## config.mk

```make
export PLATFORM = sky130hd
export DESIGN_NAME = if_fetch_stage
export DESIGN_NICKNAME = d
export VERILOG_FILES = /design/src/rtl/if_fetch_stage.sv
export SDC_FILE = /design/constraint.sdc
export NUM_CORES = 1
export LEC_CHECK = 0
export ABC_AREA = 1
export BUFFER_PORTS_ARGS = -buffer_cell sky130_fd_sc_hd__buf_2
export CORE_MARGIN = 3
export CORE_UTILIZATION = 35
export DETAILED_ROUTE_END_ITERATION = 6
export MAX_ROUTING_LAYER = met4
export PLACE_DENSITY_LB_ADDON = 0.3
export SYNTH_ARGS = -nofsm -noshare
export SYNTH_HDL_FRONTEND = slang
export SYNTH_SLANG_ARGS = --single-unit
```

## constraint.sdc

```tcl
create_clock -name clk -period 2.3 [get_ports clk]
set_input_delay 0.345 -clock clk [delete_from_list [all_inputs] [get_ports clk]]
set_output_delay 0.345 -clock clk [all_outputs]
set_load 0.05 [all_outputs]
```

## src/rtl/if_fetch_stage.sv

```systemverilog
// Instruction-fetch stage and IF/ID pipeline register for the RV32I core.
// Owns the PC, talks req/ack to imem, buffers stalled responses, flushes on branch.
module if_fetch_stage #(
   parameter int          XLEN      = 32,
   parameter logic [31:0] RESET_PC  = 32'h0000_0000,
   parameter logic [31:0] NOP_INSTR = 32'h0000_0013
) (
   input  logic            clk,
   input  logic            rst_n,
   input  logic            pc_write,
   input  logic            if_idWrite,
   input  logic            branch_taken,
   input  logic [XLEN-1:0] branch_target,
   output logic            imem_req,
   output logic [XLEN-1:0] imem_addr,
   input  logic            imem_ack,
   input  logic [XLEN-1:0] imem_rdata,
   output logic [31:0]     if_id_instr,
   output logic [XLEN-1:0] if_id_pc,
   output logic            if_id_valid
);

   typedef enum logic [1:0] {
      IDLE = 2'd0,
      REQ  = 2'd1,
      HOLD = 2'd2
   } state_t;

   state_t          state;
   logic [XLEN-1:0] fetch_pc;
   logic [XLEN-1:0] req_addr;
   logic [31:0]     hold_instr;
   logic [XLEN-1:0] hold_pc;
   logic            kill;
   logic [XLEN-1:0] req_next;
   logic [XLEN-1:0] hold_next;

   assign imem_req  = (state == REQ);
   assign imem_addr = req_addr;
   assign req_next  = req_addr + XLEN'(4);
   assign hold_next = hold_pc + XLEN'(4);

   // Fetch FSM, PC bookkeeping and IF/ID register, all advanced on one edge
   always_ff @(posedge clk or negedge rst_n) begin
      if (!rst_n) begin
         state       <= IDLE;
         fetch_pc    <= XLEN'(RESET_PC);
         req_addr    <= XLEN'(RESET_PC);
         hold_instr  <= NOP_INSTR;
         hold_pc     <= '0;
         kill        <= 1'b0;
         if_id_instr <= NOP_INSTR;
         if_id_pc    <= '0;
         if_id_valid <= 1'b0;
      end else begin
         unique case (state)
            IDLE: begin
               state <= REQ;
               if (branch_taken) begin
                  fetch_pc    <= branch_target;
                  req_addr    <= branch_target;
                  if_id_instr <= NOP_INSTR;
                  if_id_pc    <= '0;
                  if_id_valid <= 1'b0;
               end else begin
                  req_addr <= fetch_pc;
               end
            end
            REQ: begin
               if (branch_taken) begin
                  if_id_instr <= NOP_INSTR;
                  if_id_pc    <= '0;
                  if_id_valid <= 1'b0;
                  fetch_pc    <= branch_target;
                  if (imem_ack) begin
                     kill     <= 1'b0;
                     req_addr <= branch_target;
                  end else begin
                     kill <= 1'b1;
                  end
               end else if (imem_ack) begin
                  if (kill) begin
                     kill     <= 1'b0;
                     req_addr <= fetch_pc;
                  end else if (if_idWrite) begin
                     if_id_instr <= imem_rdata[31:0];
                     if_id_pc    <= req_addr;
                     if_id_valid <= 1'b1;
                     if (pc_write) begin
                        fetch_pc <= req_next;
                        req_addr <= req_next;
                     end
                  end else begin
                     hold_instr <= imem_rdata[31:0];
                     hold_pc    <= req_addr;
                     state      <= HOLD;
                  end
               end else if (if_idWrite) begin
                  if_id_instr <= NOP_INSTR;
                  if_id_valid <= 1'b0;
               end
            end
            HOLD: begin
               if (branch_taken) begin
                  if_id_instr <= NOP_INSTR;
                  if_id_pc    <= '0;
                  if_id_valid <= 1'b0;
                  fetch_pc    <= branch_target;
                  req_addr    <= branch_target;
                  state       <= REQ;
               end else if (if_idWrite) begin
                  if_id_instr <= hold_instr;
                  if_id_pc    <= hold_pc;
                  if_id_valid <= 1'b1;
                  fetch_pc    <= hold_next;
                  req_addr    <= hold_next;
                  state       <= REQ;
               end
            end
            default: state <= IDLE;
         endcase
      end
   end

endmodule

```

==> results.cfg, run 1 <==
[outcome]
status = finished, final reports clean

[floorplan]
ioPinCount = 168
die_h_um = 193
start_util = 0.360
core-area_sq_mm = 0.0340
die_w_um = 193
dieArea_sq_mm = 0.0373
num_rows = 67

[yosys]
synthTopCellsByArea = dfrtp_1, nand2_1, nor2_1, o21ai_0, nand3_1
yosys_warnings = 0
ys_seq_area_frac = 0.400
synth-seq-cells = 196
yosysTopAreaCellShare = 0.388
ys_types = 36
synth_nets = 1986
synthArstFlopShare = 1.00
syn_area_per_cell_sq_um = 6.42
netlist_instances = 1910
synth_edf_count = 0
yosysTopAreaCell = dfrtp_1
synthFlopType = dfrtp_1
netlist_area_sq_mm = 0.0123

[power_and_ir_drop]
p_comb_frac = 0.571
irDropWorstVdd_v = 0.00119
clockPowerShare = 0.141
p_leak_uw = 0.00733
p_per_area_mw_per_mm2 = 1510
power_frac_seq = 0.288
swShare = 0.543
switching_power_uw = 11800
p_int_uw = 9950

[timing]
period_needed_ns = 2.17
slew_violations = 0
max-slew-margin-rel = 0.494
finalSetupViolations = 0
hold_viol = 0
final.setup.worst_slack_ns = 0.130
worst_pin_slew_ns = 0.757
timing.fmax_ghz = 0.461
min_period_over_period = 0.943
fin_skew_ns = 0.0149
rsz0062_at_grt = false

[clock_tree]
htree_num_levels = 4
cts_tree = built
cts_buffer_depth = 2
ctsRootBufferMaster = clkbuf_16
numCtsBuffers = 17
clk_latency_ns = 0.46
clkSlewWorstSetupHoldPaths_ns = 0.08
cts_sinks = 196

[route]
drt_iter0_markers = 1235
dr_total_vias = 13100
viasPerCell = 5.22
ant_nets = 0
drt-wirelength-per-cell_um = 17.3
first_pass_iters = 5
drc_errors = 0
wirelength_mm = 43.4

[final_layout]
syn2layout_area_growth_pct = 17.4
nets = 2121
fin_util = 0.423
fin_cells = 2506
drive_above_1_share = 0.135

[grt]
grt_pass1_wl_mm = 69.6
grt_pass1_vias = 12300
grt_start_max_net_pins = 124
antenna_found_initial = 1
track_usage = 0.236
grt_overflow = 0

[worst_setup_path]
critical_path_arrival_ns = 1.82
cp-end-kind = output pin
worstSetupPathType = flip-flop to output pin
crit_fanout = 21
critPathRequiredTime_ns = 1.96
start_kind = flip-flop

[flow_run]
max-cap-violations = 0

[placement]
place_inst = 2473
io_buffer_count = 167
hpwlAfterDp_mm = 30.8
gp_congestion = 1.01
dp_slack_ns = -0.0741

[hold_path]
hold_class = input pin to flip-flop
area by class of cell:
| cell class | instances | area, sq um |
|---|---|---|
| Clock buffer | 19 | 443 |
| Sequential cell | 196 | 4910 |
| Antenna cell | 1 | 2.50 |
| Multi-Input combinational cell | 1477 | 6460 |
| Fill cell | 3665 | 19600 |
| Tap cell | 448 | 561 |
| Inverter | 135 | 509 |
| Timing Repair Buffer | 218 | 1370 |
| Clock inverter | 12 | 135 |
final timing paths:
check	end	startpoint	slack [ns]	cells past startpoint
worst min register to register	if_id_instr[6]	if_id_instr[6]	0.48	2
worst max-delay path	imem_req	state[1]	0.13	4
max in group asynchronous	if_id_instr[8]	rst_n	1.12	3
min in group asynchronous	imem_addr[21]	rst_n	0.41	2
worst max register to register	if_id_instr[16]	state[0]	0.18	11
worst min-delay path	hold_instr[4]	imem_rdata[4]	0.13	2
through the flow:
stage	TNS, ns	hold WS, ns	area (sq um)	power, uW
2_1_floorplan	0	0.0494	12300	14600
3_3_place_gp	-0.0510	0.378	13800	18400
3_5_place_dp	-0.718	0.384	13800	18600
4_1_cts	0	0.117	14400	21700
5_1_grt	0	0.123	14400	23400
6_report	0	0.128	14400	21800
synthesized netlist by cell type (2+ instances only):
| cell type | number |
|---|---|
| nand2_1 | 637 |
| nor2_1 | 312 |
| o21ai_0 | 222 |
| dfrtp_1 | 190 |
| nand3_1 | 131 |
| inv_1 | 127 |
| a21oi_1 | 94 |
| clkbuf_1 | 60 |
| buf_2 | 31 |
| o22ai_1 | 23 |
| a31oi_1 | 12 |
| buf_1 | 9 |
| inv_2 | 8 |
| xor2_1 | 8 |
| dfstp_2 | 6 |
| ha_1 | 6 |
| mux2_1 | 4 |
| nor2_2 | 3 |
| nor3_1 | 3 |
| o211ai_1 | 3 |
| o21a_1 | 3 |
| buf_4 | 2 |
| nand4_1 | 2 |
| or2_2 | 2 |
kinds of logic (layout without fill, tap and decap cells):
family / Yosys count / in the layout / share of synthesized area
buffers and inverters: 237 / 384 / 0.0763
flip-flops: 196 / 196 / 0.400
AO/OA/AOI/OAI: 368 / 368 / 0.158
XOR/XNOR: 8 / 8 / 0.00571
adder cells (fa/ha/maj): 6 / 6 / 0.00612
multiplexers: 4 / 4 / 0.00367
other: 0 / 1 / 0
AND/OR/NAND/NOR: 1091 / 1091 / 0.350
placed cells by master (no fill, tap or decap), types with 4 or more instances in the layout:
cell,synthesis,layout
a21oi_1,94,94
a31oi_1,12,12
buf_12,0,11
buf_2,31,166
buf_4,2,38
clkbuf_16,0,17
dfrtp_1,190,190
dfstp_2,6,6
ha_1,6,5
inv_1,127,127
inv_2,8,7
inv_6,0,6
mux2_1,4,4
nand2_1,637,635
nand3_1,131,131
nor2_1,312,308
nor2_2,3,6
o21ai_0,222,222
o22ai_1,23,23
xor2_1,8,8
power by group through the flow:
stage | logic [uW] | registers [uW] | clock network, uW
floorplan | 6660 | 7960 | 0
global placement | 12100 | 6260 | 0
detailed placement | 12300 | 6310 | 0
CTS | 12300 | 6250 | 3150
global route | 13700 | 6490 | 3270
finish | 12400 | 6280 | 3070
critical path: stages (launching register included):
cell and delay, ns:
dfrtp_1 0.41, inv_1 0.14, ha_1 0.22, buf_4 0.29, buf_2 0.32
flip-flops by register name (all words and copies together), names as in the netlist:
signal,cells
fetch_pc,32
state,2
if_id_valid,1
if_id_instr,32
if_id_pc,32
imem_addr,32
hold_pc,32
kill,1
hold_instr,32
routing by layer:
layer  track usage  vias up  wire length (um)
li1              -     6384                 -
met2         0.349      520             19100
met4        0.0587        0               906
met3        0.0383       60              3140
met1         0.338     6118             20300
met5             -        -                 0
what timing repair did:
item,in CTS,in global routing
pin swaps,0,0
hold buffers,1,0
endpoints found under the setup margin,32,36
gates resized for setup,1,7
hold endpoints to repair,51,0
setup buffers,0,0
Note: power is estimated with default switching activity, not from simulation.
==> run 2, diff against run 1 <==
- CORE_ASPECT_RATIO: unset -> 1.2
==> results.cfg, run 2 (synthesis gave the netlist of run 1 again) <==
[clock_tree]
htree_num_levels = 4
ctsRootBufferMaster = clkbuf_16
clk_latency_ns = 0.47
clkSlewWorstSetupHoldPaths_ns = 0.08
cts_tree = built
cts_buffer_depth = 2
numCtsBuffers = 17
cts_sinks = 196

[grt]
grt_overflow = 0
grt_pass1_wl_mm = 68.1
grt_start_max_net_pins = 113
antenna_found_initial = 0
grt_pass1_vias = 12400
track_usage = 0.239

[final_layout]
fin_cells = 2517
fin_util = 0.420
syn2layout_area_growth_pct = 17.7
nets = 2124
drive_above_1_share = 0.135
n_antenna_cell = 0
fill_cells = 3640
layout_commonest_cell = nand2_1
stdcell_area_sq_mm = 0.0144
layout_common_cells = nand2_1, nor2_1, o21ai_0

[timing]
min_period_over_period = 0.938
max-slew-margin-rel = 0.449
rsz0062_at_grt = false
slew_violations = 0
hold_viol = 0
period_needed_ns = 2.16
fin_skew_ns = 0.0153
timing.fmax_ghz = 0.463
tns_ns = 0
final.setup.worst_slack_ns = 0.142
worst_pin_slew_ns = 0.826
finalSetupViolations = 0

[placement]
io_buffer_count = 167
place_inst = 2484
gp_congestion = 0.988
placed_cell_area_sq_mm = 0.0138
dp_slack_ns = -0.0443
hpwlAfterDp_mm = 31.0

[floorplan]
dieArea_sq_mm = 0.0373
die_w_um = 177
start_util = 0.357
core-area_sq_mm = 0.0344
ioPinCount = 168
die_h_um = 211
num_rows = 74

[power_and_ir_drop]
p_per_area_mw_per_mm2 = 1520
irDropWorstVdd_v = 0.000921
p_leak_uw = 0.00736

[route]
wirelength_mm = 43.4
drt_iter0_markers = 1023
viasPerCell = 5.25
ant_nets = 0
first_pass_iters = 5
drc_errors = 0
drt-wirelength-per-cell_um = 17.3
dr_total_vias = 13200

[worst_setup_path]
critPathRequiredTime_ns = 1.96
cp_cell_sequence = inv_1 > ha_1 > buf_4 > buf_2
slowest_stage = dfrtp_1
cp_top_family = buffers and inverters
crit_buf_inv = 3
start_kind = flip-flop
crit_fanout = 21
critical_path_arrival_ns = 1.81
cp-end-kind = output pin
worstSetupPathType = flip-flop to output pin
crit_path_max_incr_delay_ns = 0.40

[outcome]
status = finished, final reports clean

[hold_path]
hold_class = input pin to flip-flop

[flow_run]
max-cap-violations = 0
-- run 2: final timing paths --
| kind | end | from | cells after the start | slack (ns) |
|---|---|---|---|---|
| worst max-delay path | imem_req | state[1] | 4 | 0.14 |
| worst min-delay path | hold_instr[1] | imem_rdata[1] | 2 | 0.12 |
| worst max register to register | imem_addr[15] | state[0] | 13 | 0.20 |
| worst min register to register | if_id_instr[11] | if_id_instr[11] | 2 | 0.48 |
| max in group asynchronous | if_id_instr[26] | rst_n | 3 | 1.23 |
| min in group asynchronous | imem_addr[21] | rst_n | 2 | 0.37 |
-- run 2: layer usage --
metal  GRT usage  share of wire  up-vias
li1            -              -     6392
met1       0.320           0.44     6219
met2       0.372           0.47      524
met3      0.0324          0.063       72
met4      0.0843          0.028        0
met5           -              0        -
-- run 2: cell type report --
cell class / count / area [sq um] / area share
Clock buffer: 19 / 443 / 0.0307
Clock inverter: 13 / 139 / 0.00962
Inverter: 135 / 507 / 0.0351
Multi-Input combinational cell: 1477 / 6450 / 0.447
Sequential cell: 196 / 4910 / 0.340
Tap cell: 456 / 571 / 0.0395
Timing Repair Buffer: 221 / 1420 / 0.0980
-- run 2: where the power goes --
| group | internal, uW | switching, uW |
|---|---|---|
| Combinational | 3630 | 8950 |
| Clock | 1480 | 1590 |
| Sequential | 4940 | 1360 |
-- run 2: timing repair --
| action | 4_1_cts | 5_1_grt |
|---|---|---|
| buffers inserted | 0 | 0 |
| hold buffers | 1 | 0 |
| endpoints found under the setup margin | 22 | 2 |
| hold endpoints to repair | 43 | 0 |
| resized for setup | 1 | 1 |
-- run 2: stage by stage --
stage | hold WS, ns | power [uW]
after global placement | 0.324 | 18600
after floorplan | 0.0494 | 14600
after detailed placement | 0.325 | 18800
after CTS | 0.0998 | 21900
after global routing | 0.108 | 23600
final | 0.117 | 21900
==> run 3, diff against run 2 <==
- PLACE_DENSITY_LB_ADDON: 0.3 -> unset
==> results.cfg, run 3 (synthesis gave the netlist of run 1 again) <==
[outcome]
status = finished, final reports clean

[clock_tree]
clkSlewWorstSetupHoldPaths_ns = 0.08
cts_sinks = 196
ctsRootBufferMaster = clkbuf_16
clk_latency_ns = 0.48
cts_tree = built
numCtsBuffers = 17
cts_buffer_depth = 2
htree_num_levels = 4

[timing]
max-slew-margin-rel = 0.447
worst_pin_slew_ns = 0.829
slew_violations = 0
min_period_over_period = 0.936
period_needed_ns = 2.15
rsz0062_at_grt = false
timing.fmax_ghz = 0.464
tns_ns = 0
fin_skew_ns = 0.0217
finalSetupViolations = 0
hold_viol = 0

[grt]
antenna_found_initial = 0
grt_pass1_wl_mm = 67.5
grt_start_max_net_pins = 81
track_usage = 0.237
grt_pass1_vias = 12200
grt_overflow = 0

[route]
first_pass_iters = 5
drc_errors = 0
drt-wirelength-per-cell_um = 17.2
dr_total_vias = 13000
drt_iter0_markers = 1060
viasPerCell = 5.17
wirelength_mm = 43.4
ant_nets = 0

[power_and_ir_drop]
p_per_area_mw_per_mm2 = 1510
p_leak_uw = 0.00740
irDropWorstVdd_v = 0.000841

[hold_path]
hold_class = input pin to flip-flop

[floorplan]
start_util = 0.357
ioPinCount = 168
core-area_sq_mm = 0.0344
die_w_um = 177
die_h_um = 211
dieArea_sq_mm = 0.0373
num_rows = 74

[worst_setup_path]
cp-end-kind = output pin
critPathRequiredTime_ns = 1.96
crit_fanout = 21
critical_path_arrival_ns = 1.81
start_kind = flip-flop
worstSetupPathType = flip-flop to output pin

[placement]
place_inst = 2488
gp_congestion = 0.932
io_buffer_count = 167
hpwlAfterDp_mm = 31.2

[final_layout]
drive_above_1_share = 0.138
nets = 2128
layout_common_cells = nand2_1, nor2_1, o21ai_0
n_antenna_cell = 0
layout_commonest_cell = nand2_1
fin_cells = 2521
syn2layout_area_growth_pct = 18.6

[flow_run]
max-cap-violations = 0
## run 3: area by class of cell
| cell class | instances | area [sq um] |
|---|---|---|
| clock inverters | 14 | 210 |
| well taps | 456 | 571 |
| clock buffers | 18 | 429 |
| inverters | 135 | 507 |
| flip-flops and latches | 196 | 4910 |
| repair buffers | 225 | 1460 |
| multi-input cells | 1477 | 6460 |
| fillers | 3597 | 19800 |
## run 3: per-layer routing
| layer | GRT usage | vias to the layer above | wire, um |
|---|---|---|---|
| met4 | 0.0854 | 0 | 1390 |
| met5 | - | - | 0 |
| met2 | 0.373 | 446 | 20000 |
| li1 | - | 6417 | - |
| met3 | 0.0367 | 77 | 2510 |
| met1 | 0.312 | 6091 | 19400 |
## run 3: where the power goes
part	internal, uW	switching, uW
registers	4940	1380
logic	3550	8850
clock network	1680	1610
## run 3: per-stage QoR
stage	hold slack [ns]	area [sq um]	setup WS, ns	total power [uW]	util
floorplan	0.0494	12300	0.0160	14600	-
global placement	0.395	13900	0.181	18500	0.404
detailed placement	0.398	13900	0.0973	18600	0.404
CTS	0.0997	14500	0.0725	22000	0.423
global route	0.118	14500	0.00278	23700	0.424
finish	0.129	14500	0.147	22000	0.424
## run 3: what timing repair did
| item | 4_1_cts | 5_1_grt |
|---|---|---|
| gates resized for setup | 0 | 8 |
| hold endpoints to repair | 56 | 0 |
| buffers inserted | 0 | 0 |
| endpoints found under the setup margin | 0 | 34 |
| hold buffers | 1 | 0 |
## run 3: critical path, cell delays in order (launching register included)
cell and delay [ns]:
dfrtp_1 0.41, inv_1 0.13, ha_1 0.20, buf_4 0.28
buf_2 0.32
## run 3: worst paths after layout
check | slack, ns | endpoint | from | cells past startpoint
max | 0.15 | imem_req | state[1] | 4
min | 0.13 | hold_instr[0] | imem_rdata[0] | 2
max reg2reg | 0.18 | imem_addr[14] | state[1] | 10
min reg2reg | 0.49 | if_id_instr[17] | if_id_instr[17] | 2
max in group asynchronous | 1.16 | if_id_instr[27] | rst_n | 3
min in group asynchronous | 0.48 | if_id_pc[14] | rst_n | 2
